--- src/rtl/gnn_node_scheduler_if.sv ---
// Control bundle between the GNN frame scheduler and its datapath: the frame
// handshake, the shared hidden-unit issue/return port, result-buffer write
// steering, output-aggregation start and the output-ready flags.
interface gnn_node_scheduler_if #(
   parameter int OUT_FLAGS = 8
);
   logic                 frame_valid;
   logic                 frame_ready;
   logic                 hid_issue;
   logic [1:0]           hid_node;
   logic                 hid_ret;
   logic [1:0]           hid_ret_node;
   logic                 buf_we;
   logic [1:0]           buf_waddr;
   logic                 oagg_start;
   logic [OUT_FLAGS-1:0] out_ready;
   logic                 frame_done;
   logic                 busy;
   logic                 err;

   // Scheduler side.
   modport master (
      input  frame_valid, hid_ret, hid_ret_node, out_ready,
      output frame_ready, hid_issue, hid_node, buf_we, buf_waddr,
             oagg_start, frame_done, busy, err
   );

   // Datapath / frame source side.
   modport slave (
      output frame_valid, hid_ret, hid_ret_node, out_ready,
      input  frame_ready, hid_issue, hid_node, buf_we, buf_waddr,
             oagg_start, frame_done, busy, err
   );
endinterface

--- src/rtl/gnn_node_scheduler.sv ---
// Frame-level controller for the four-node GNN datapath. Accepts a frame,
// issues nodes 0..3 to the shared pipelined hidden unit, steers in-order
// returns into the result buffer, starts output aggregation, collects the
// output-ready flags and pulses frame_done. A watchdog aborts stalled frames
// and a sticky err flags timeouts and unexpected returns.
module gnn_node_scheduler #(
   parameter int TIMEOUT   = 32,
   parameter int OUT_FLAGS = 8
) (
   input  logic                 gated_clk,
   input  logic                 rst_n,
   gnn_node_scheduler_if.master bus
);

   typedef enum logic [2:0] {
      IDLE,
      ISSUE,
      WAIT_RET,
      OAGG,
      WAIT_OUT
   } state_t;

   localparam logic [2:0] NODES     = 3'd4;
   localparam logic [2:0] LAST_NODE = 3'd3;
   localparam logic [7:0] WDOG_LAST = 8'(TIMEOUT - 1);

   state_t               state;
   state_t               state_nxt;
   logic [2:0]           iss_cnt;
   logic [2:0]           ret_cnt;
   logic [7:0]           wdog;
   logic [OUT_FLAGS-1:0] flag_coll;
   logic                 frame_done_q;
   logic                 err_q;

   logic                 accept;
   logic                 ret_ok;
   logic                 ret_bad;
   logic                 ret_all;
   logic                 flags_all;
   logic                 complete;
   logic                 abort;

   logic                 frame_ready_c;
   logic                 hid_issue_c;
   logic [1:0]           hid_node_c;
   logic                 oagg_start_c;
   logic                 busy_c;

   // Classify this cycle's return and detect frame-level events.
   always_comb begin
      accept    = (state == IDLE) && bus.frame_valid;
      ret_ok    = bus.hid_ret
                  && ((state == ISSUE) || (state == WAIT_RET))
                  && (ret_cnt < NODES)
                  && (bus.hid_ret_node == ret_cnt[1:0]);
      ret_bad   = bus.hid_ret && !ret_ok;
      // True on the edge where the fourth return lands (or has landed).
      ret_all   = (ret_cnt == NODES) || (ret_ok && (ret_cnt == LAST_NODE));
      flags_all = &(flag_coll | bus.out_ready);
      complete  = (state == WAIT_OUT) && flags_all;
      // Completion in the timeout cycle wins over the abort.
      abort     = (state != IDLE) && (wdog == WDOG_LAST) && !complete;
   end

   // Next-state logic and Moore outputs; a watchdog abort forces IDLE.
   always_comb begin
      // NOTE: every signal written here gets a default first, so no path can leave one unassigned and infer a latch.
      state_nxt     = state;
      frame_ready_c = 1'b0;
      hid_issue_c   = 1'b0;
      hid_node_c    = 2'd0;
      oagg_start_c  = 1'b0;
      busy_c        = 1'b1;
      case (state)
         IDLE: begin
            frame_ready_c = 1'b1;
            busy_c        = 1'b0;
            if (bus.frame_valid) state_nxt = ISSUE;
         end
         ISSUE: begin
            hid_issue_c = 1'b1;
            hid_node_c  = iss_cnt[1:0];
            if (iss_cnt == LAST_NODE) state_nxt = ret_all ? OAGG : WAIT_RET;
         end
         WAIT_RET: begin
            if (ret_all) state_nxt = OAGG;
         end
         OAGG: begin
            oagg_start_c = 1'b1;
            state_nxt    = WAIT_OUT;
         end
         WAIT_OUT: begin
            if (flags_all) state_nxt = IDLE;
         end
         default: state_nxt = IDLE;
      endcase
      if (abort) state_nxt = IDLE;
   end

   // State register.
   always_ff @(posedge gated_clk or negedge rst_n) begin
      // NOTE: sequential state uses non-blocking assignments so every register samples pre-edge values.
      if (!rst_n) state <= IDLE;
      else        state <= state_nxt;
   end

   // Issue/return counters, watchdog and output-flag collector.
   always_ff @(posedge gated_clk or negedge rst_n) begin
      if (!rst_n) begin
         iss_cnt   <= 3'd0;
         ret_cnt   <= 3'd0;
         wdog      <= 8'd0;
         flag_coll <= '0;
      end else if (accept) begin
         iss_cnt   <= 3'd0;
         ret_cnt   <= 3'd0;
         wdog      <= 8'd0;
         flag_coll <= '0;
      end else begin
         if ((state == ISSUE) && (iss_cnt < NODES)) iss_cnt <= iss_cnt + 3'd1;
         // ret_ok already implies ret_cnt < 4, so the count saturates at 4.
         if (ret_ok) ret_cnt <= ret_cnt + 3'd1;
         if (state != IDLE) wdog <= wdog + 8'd1;
         if (state == OAGG)          flag_coll <= '0;
         else if (state == WAIT_OUT) flag_coll <= flag_coll | bus.out_ready;
      end
   end

   // Registered completion pulse and sticky error.
   always_ff @(posedge gated_clk or negedge rst_n) begin
      if (!rst_n) begin
         frame_done_q <= 1'b0;
         err_q        <= 1'b0;
      end else begin
         frame_done_q <= complete;
         if (ret_bad || abort) err_q <= 1'b1;
      end
   end

   assign bus.frame_ready = frame_ready_c;
   assign bus.hid_issue   = hid_issue_c;
   assign bus.hid_node    = hid_node_c;
   assign bus.oagg_start  = oagg_start_c;
   assign bus.busy        = busy_c;
   assign bus.buf_we      = ret_ok;
   assign bus.buf_waddr   = bus.hid_ret_node;
   assign bus.frame_done  = frame_done_q;
   assign bus.err         = err_q;

endmodule

--- src/flat_wrapper.sv ---
// flat-port wrapper written by rule: the top's interface ports become plain ports
module gnn_node_scheduler_flat 
#(
   parameter int TIMEOUT   = 32,
   parameter int OUT_FLAGS = 8
)
  (gated_clk, rst_n, bus_frame_valid, bus_hid_ret, bus_hid_ret_node, bus_out_ready, bus_frame_ready, bus_hid_issue, bus_hid_node, bus_buf_we, bus_buf_waddr, bus_oagg_start, bus_frame_done, bus_busy, bus_err);
  gnn_node_scheduler_if #(.OUT_FLAGS(OUT_FLAGS)) bus_i ();
  input  logic gated_clk;
  input  logic rst_n;
  input wire logic [$bits(bus_i.frame_valid)-1:0] bus_frame_valid;
  input wire logic [$bits(bus_i.hid_ret)-1:0] bus_hid_ret;
  input wire logic [$bits(bus_i.hid_ret_node)-1:0] bus_hid_ret_node;
  input wire logic [$bits(bus_i.out_ready)-1:0] bus_out_ready;
  output wire logic [$bits(bus_i.frame_ready)-1:0] bus_frame_ready;
  output wire logic [$bits(bus_i.hid_issue)-1:0] bus_hid_issue;
  output wire logic [$bits(bus_i.hid_node)-1:0] bus_hid_node;
  output wire logic [$bits(bus_i.buf_we)-1:0] bus_buf_we;
  output wire logic [$bits(bus_i.buf_waddr)-1:0] bus_buf_waddr;
  output wire logic [$bits(bus_i.oagg_start)-1:0] bus_oagg_start;
  output wire logic [$bits(bus_i.frame_done)-1:0] bus_frame_done;
  output wire logic [$bits(bus_i.busy)-1:0] bus_busy;
  output wire logic [$bits(bus_i.err)-1:0] bus_err;
  assign bus_i.frame_valid = bus_frame_valid;
  assign bus_i.hid_ret = bus_hid_ret;
  assign bus_i.hid_ret_node = bus_hid_ret_node;
  assign bus_i.out_ready = bus_out_ready;
  assign bus_frame_ready = bus_i.frame_ready;
  assign bus_hid_issue = bus_i.hid_issue;
  assign bus_hid_node = bus_i.hid_node;
  assign bus_buf_we = bus_i.buf_we;
  assign bus_buf_waddr = bus_i.buf_waddr;
  assign bus_oagg_start = bus_i.oagg_start;
  assign bus_frame_done = bus_i.frame_done;
  assign bus_busy = bus_i.busy;
  assign bus_err = bus_i.err;
  gnn_node_scheduler #(.TIMEOUT(TIMEOUT), .OUT_FLAGS(OUT_FLAGS)) u_core (.gated_clk(gated_clk), .rst_n(rst_n), .bus(bus_i));
endmodule
--- config.mk ---
export PLATFORM = sky130hd
export DESIGN_NAME = gnn_node_scheduler_flat
export DESIGN_NICKNAME = d
export VERILOG_FILES = /design/src/rtl/gnn_node_scheduler_if.sv /design/src/rtl/gnn_node_scheduler.sv /design/src/flat_wrapper.sv
export SDC_FILE = /design/constraint.sdc
export NUM_CORES = 1
export LEC_CHECK = 0
export CORE_ASPECT_RATIO = 2
export CORE_UTILIZATION = 45
export DETAILED_ROUTE_END_ITERATION = 8
export HOLD_SLACK_MARGIN = 0.03
export PLACE_DENSITY = 0.8
export SKIP_CTS_REPAIR_TIMING = 1
export SLEW_MARGIN = 20
export SYNTH_ARGS = -nofsm -noshare
export SYNTH_HDL_FRONTEND = slang
export SYNTH_SLANG_ARGS = --single-unit
--- constraint.sdc ---
create_clock -name gated_clk -period 1.61 [get_ports gated_clk]
set_input_delay 0.322 -clock gated_clk [delete_from_list [all_inputs] [get_ports gated_clk]]
set_output_delay 0.322 -clock gated_clk [all_outputs]
set_load 0.005 [all_outputs]
==> results of run 1 <==
[cells by family after synthesis]
kind of cell	share of synthesized area, %
AND/OR/NAND/NOR	21.9
AO/OA/AOI/OAI	13.2
flip-flops	46.6
buffers and inverters	7.33
adder cells (fa/ha/maj)	5.18
XOR/XNOR	3.02
multiplexers	2.76
[worst max-delay path: stages, from the launching register on]
cell and delay (ns):
dfrtp_1 0.42, buf_6 0.13, buf_6 0.11, buf_6 0.11, nor3b_4 0.24, inv_2 0.05, or3_4 0.34, a221o_1 0.29
[sequential cells by signal, summed over array words and instances (netlist names)]
name	flops
u_core.bus.err	1
u_core.bus.frame_done	1
u_core.flag_coll	8
u_core.iss_cnt	3
u_core.ret_cnt	3
u_core.state	3
u_core.wdog	8
[final cells by class]
class / count / area (sq um)
Fill cell: 249 / 1020
Timing Repair Buffer: 48 / 433
Multi-Input combinational cell: 103 / 748
Clock inverter: 1 / 5.00
Inverter: 11 / 48.8
Tap cell: 30 / 37.5
Sequential cell: 27 / 678
Clock buffer: 3 / 41.3
[cells in the final DEF, fill, tap and decap left out, types with 3 or more instances in the layout]
| master | Yosys | routed |
|---|---|---|
| buf_4 | 3 | 16 |
| o21ai_0 | 9 | 9 |
| inv_1 | 9 | 8 |
| clkdlybuf4s50_1 | 0 | 15 |
| clkbuf_2 | 0 | 4 |
| clkbuf_8 | 0 | 3 |
| xnor2_1 | 4 | 4 |
| buf_6 | 3 | 10 |
| a21oi_1 | 11 | 11 |
| ha_1 | 6 | 6 |
| nand3_1 | 3 | 3 |
| nor2_1 | 20 | 17 |
| dfrtp_1 | 27 | 25 |
| mux2i_1 | 4 | 4 |
| nand2_1 | 13 | 11 |
[through the flow]
stage	worst slack [ns]	hold WS, ns	instance area [sq um]	instances
floorplan	-0.0320	0.0264	1460	148
global placement	-0.367	0.477	1820	214
detailed placement	-0.448	0.476	1820	214
CTS	-0.518	0.430	1870	218
global route	-0.241	0.443	1990	223
finish	-0.177	0.408	1990	223
[power groups by stage]
stage          clock, uW  combinational, uW  sequential [uW]
2_1_floorplan          0                559             1090
3_5_place_dp           0                891             1140
3_3_place_gp           0                826             1110
4_1_cts              399                903             1120
5_1_grt              431               1110             1160
6_report             392                975             1120
[path summary, 6_finish.rpt]
kind | slack, ns | startpoint | endpoint | cells after the start
worst max-delay path | -0.18 | u_core.state[0] | u_core.bus.err | 7
worst min-delay path | 0.41 | rst_n | u_core.wdog[2] | 2
worst max register to register | -0.18 | u_core.state[0] | u_core.bus.err | 7
worst min register to register | 0.49 | u_core.wdog[4] | u_core.wdog[4] | 1
max in group asynchronous | 0.91 | rst_n | u_core.state[1] | 2
min in group gated_clk | 0.49 | u_core.wdog[4] | u_core.wdog[4] | 1
[routing by layer]
metal  global-route usage, %  wire length (microns)  part of all wire, %  up-vias
met5                       0                      0                    0        -
met1                    20.4                   1250                   36      603
met3                    3.26                     84                  2.4        7
li1                        -                      -                    -      600
met2                    40.2                   2060                   59       24
met4                    8.75                     62                  1.8        0
==> reports/results.ini, run 1 <==
[outcome]
status=finished, violations left
violations=negative setup slack

[synth]
synthesis.nets=168
syn-cell-area_sq_um=1450
postSynthCellCount=148
yosysMostFrequentCell=dfrtp_1
ys_ff_latch=27
synth.top_cell.area_share_pct=46.6
synth_flop_cell=dfrtp_1
ys_warn_count=0
ys_seq_area_share_pct=46.6
synth_edf_count=0
async_flop_share_pct=100
avgSynthCellArea_sq_um=9.80
ys_types=38
synth_top_area_cell=dfrtp_1
synth_common_cells=dfrtp_1 (27), nor2_1 (20), nand2_1 (13), a21oi_1 (11)
synth_area_leaders=dfrtp_1 (47%), ha_1 (5.2%), nor2_1 (5.2%)

[global_route]
grt_max_degree=28
grt_pass1_vias=1285
grt_use_total_pct=20.3
antenna_found_initial=0
globalRoute.totalOverflow=0
grt_pass1_wl_microns=5380

[setup_path]
critPathLaunchType=flip-flop
worst_ep_required_time_ns=1.78
endpoint_kind=flip-flop
critical_path_class=flip-flop to flip-flop
cp_max_fo=3
crit_arrival_ns=1.96

[route]
ant_nets=0
dr.first_iter.drc_count=36
vias=1234
routedWlPerCell_microns=15.5
route.detailed.drc=0
firstDrtPassIters=4
avgViaCountPerCell=5.53
drt-total-wl_microns=3460

[clocking]
clkLatencyLatePin_ns=0.28
htree_levels=1
cts_tree=built
clock-sinks=27
ctsRootBufferMaster=clkbuf_8
clkSlewWorstSetupHoldPaths_ns=0.09
clock_path_buffers=2
numCtsBuffers=3

[sta]
finalCritPeriodShare_pct=111
finalSetupViolations=7
worst_slack_ns=-0.177
clock_skew_ns=0.00208
final-max-slew-violation-count=0
clock.fmax_ghz=0.560
setup_tns_ns=-0.658
period_minus_slack_ns=1.79
worst_pin_slew_ns=0.439
rsz0062_at_grt=yes
hold_viol=0
max_slew_margin_pct=70.6

[die]
pin_count=25
rows=28
die_area_sq_um=3470
core_sq_um=3010
start_util_pct=48.1
dieWidth_microns=42.1
die_h_microns=82.3

[flow_run]
maxCapViolCount=0

[power_and_ir_drop]
cellPowerDensity_nw_per_um2=1250
power.switching_uw=903
power_leakage_uw=0.000956
vdd_ir_drop_max_uv=726
p_seq_share_pct=45.1
switching_share_pct=36.3
comb_power_share_pct=39.2
clkPwrFrac_pct=15.7
p_int_uw=1590
p_total_uw=2490

[final_layout]
antenna_cells=0
syn2layout_area_growth_pct=37.4
drive_gt1_share_pct=30.6
fin_nets=214
fin_util_pct=66.1

[min_path]
min_path_type=primary input to async pin

[placement]
dp_hpwl_microns=2440
place.gp.congestion=0.841
place.port_buffers=24

No activity file was read; power rests on OpenSTA's default activity.
==> run 2: changes to the inputs <==
--- a/config.mk
+++ b/config.mk
@@ -6,7 +6,9 @@
 export NUM_CORES = 1
 export LEC_CHECK = 0
 export CORE_ASPECT_RATIO = 2
+export CORE_MARGIN = 5
 export CORE_UTILIZATION = 45
+export CTS_BUF_LIST = sky130_fd_sc_hd__clkbuf_2 sky130_fd_sc_hd__clkbuf_4 sky130_fd_sc_hd__clkbuf_8
 export DETAILED_ROUTE_END_ITERATION = 8
 export HOLD_SLACK_MARGIN = 0.03
 export PLACE_DENSITY = 0.8
==> run 2 against run 1 <==
  * First-iteration DRC count fell by 67%
  * Critical path type unchanged
  * Sequential cell count did not move
  * The flow still finishes with violations (negative setup slack)
  * Routed wire length rose by 5.7%
==> reports/results.ini, run 2 (synthesized netlist as in run 1, its figures left out) <==
[clocking]
clkLatencyLatePin_ns=0.27
ctsRootBufferMaster=clkbuf_8
htree_levels=1
numCtsBuffers=3
cts_tree=built
clkSlewWorstSetupHoldPaths_ns=0.10
clock_path_buffers=2
clock-sinks=27

[sta]
finalSetupViolations=13
clock.fmax_ghz=0.564
rsz0062_at_grt=yes
final-max-slew-violation-count=0
period_minus_slack_ns=1.77
worst_slack_ns=-0.162
clock_skew_ns=0.00749
worst_pin_slew_ns=0.397
finalCritPeriodShare_pct=110
max_slew_margin_pct=73.4
hold_viol=0

[route]
avgViaCountPerCell=5.60
drt-total-wl_microns=3650
ant_nets=0
routedWlPerCell_microns=15.8
route.detailed.drc=0
firstDrtPassIters=4
dr.first_iter.drc_count=12
vias=1293

[die]
core_sq_um=3160
start_util_pct=45.9
rows=29
dieWidth_microns=50.1
pin_count=25
die_h_microns=90.3
die_area_sq_um=4530

[setup_path]
critPathLaunchType=flip-flop
crit_arrival_ns=1.94
r2r_setup_slack_ns=-0.16
reg2reg_depth=7
worst_ep_required_time_ns=1.77
r2r_start=u_core.state[0]
critical_path_class=flip-flop to flip-flop
cp_max_fo=7
endpoint_kind=flip-flop
reg2reg_to=u_core.bus.err

[placement]
dp_hpwl_microns=2560
place_inst=216
place.port_buffers=24
place.gp.congestion=0.829
pre_cts_ws_ns=-0.444

[global_route]
antenna_found_initial=0
grt_pass1_vias=1368
globalRoute.totalOverflow=0
grt_pass1_wl_microns=5750
grt_max_degree=28
grt_use_total_pct=15.7

[power_and_ir_drop]
power_leakage_uw=0.00101
cellPowerDensity_nw_per_um2=1250
vdd_ir_drop_max_uv=838

[flow_run]
maxCapViolCount=0

[final_layout]
fin_util_pct=66.2
syn2layout_area_growth_pct=44.1
regArea_sq_um=676
fin_nets=221
final_common_cell=dfrtp_1
instances_no_fill=231
antenna_cells=0
drive_gt1_share_pct=33.5
multi_input_comb_area_sq_um=785
most-common-layout-cells=dfrtp_1 (27), buf_4 (19), nor2_1 (16), clkdlybuf4s50_1 (16), buf_6 (12)
n_fill_cell=244
largest_registers=u_core.flag_coll x8, u_core.wdog x8

[outcome]
status=finished, violations left
violations=negative setup slack

[min_path]
min_path_type=primary input to async pin

run 2: cell types whose count changed in the layout (fill, tap and decap cells not counted), moves of 2 or more:
cell | previous run | this run
dfrtp_2 | 2 | 0
o21ai_1 | 0 | 4
buf_6 | 10 | 12
nand2_4 | 0 | 2
dfrtp_1 | 25 | 27
buf_4 | 16 | 19
o21ai_0 | 9 | 4
run 2: critical path, cell delays in order (launching register included):
cell and delay (ns):
dfrtp_1 0.44, or3_4 0.41, buf_6 0.14, inv_8 0.04
buf_8 0.11, nor3_4 0.05, nor4b_4 0.16, a221o_1 0.31
run 2: per-stage QoR:
stage	setup TNS (ns)	hold slack [ns]	total power [uW]	cell area, sq um
floorplan	-0.0320	0.0264	1650	1460
global placement	-2.29	0.475	1950	1830
detailed placement	-3.05	0.476	2040	1830
CTS	-4.91	0.422	2420	1870
global route	-2.07	0.433	2810	2090
finish	-1.05	0.416	2620	2090
run 2: layer usage:
layer / vias up / wire length (microns) / global-route usage (%) / share of wire [%]
met5: - / 0 / 0 / 0
met4: 0 / 59 / 6.78 / 1.6
met3: 8 / 164 / 2.31 / 4.5
met2: 42 / 2080 / 28.8 / 57
met1: 632 / 1350 / 16.6 / 37
li1: 611 / - / - / -
run 2: worst max path at each step:
stage,start,end,slack [ns]
2_1_floorplan,u_core.state[2],u_core.bus.err,-0.03
3_3_place_gp,bus_hid_ret,bus_buf_we,-0.36
3_5_place_dp,bus_hid_ret_node[0],bus_buf_we,-0.44
4_1_cts,u_core.state[2],bus_frame_ready,-0.51
5_1_grt,u_core.state[0],u_core.bus.err,-0.21
6_report,u_core.state[0],u_core.bus.err,-0.16
run 2: area by class of cell:
type,count,share of cell area [%]
timing repair buffer,55,23.7
sequential,27,32.3
clock inverter,1,0.240
tap,31,1.86
inverter,11,2.34
multi-input combinational,103,37.5
clock buffer,3,1.98
run 2: where the power goes:
part | switching (uW) | total, uW | internal [uW] | leakage, uW
registers | 242 | 1150 | 905 | 0.000340
clock network | 214 | 387 | 173 | 0.0000255
logic | 515 | 1080 | 568 | 0.000646
total | 971 | 2620 | 1650 | 0.00101
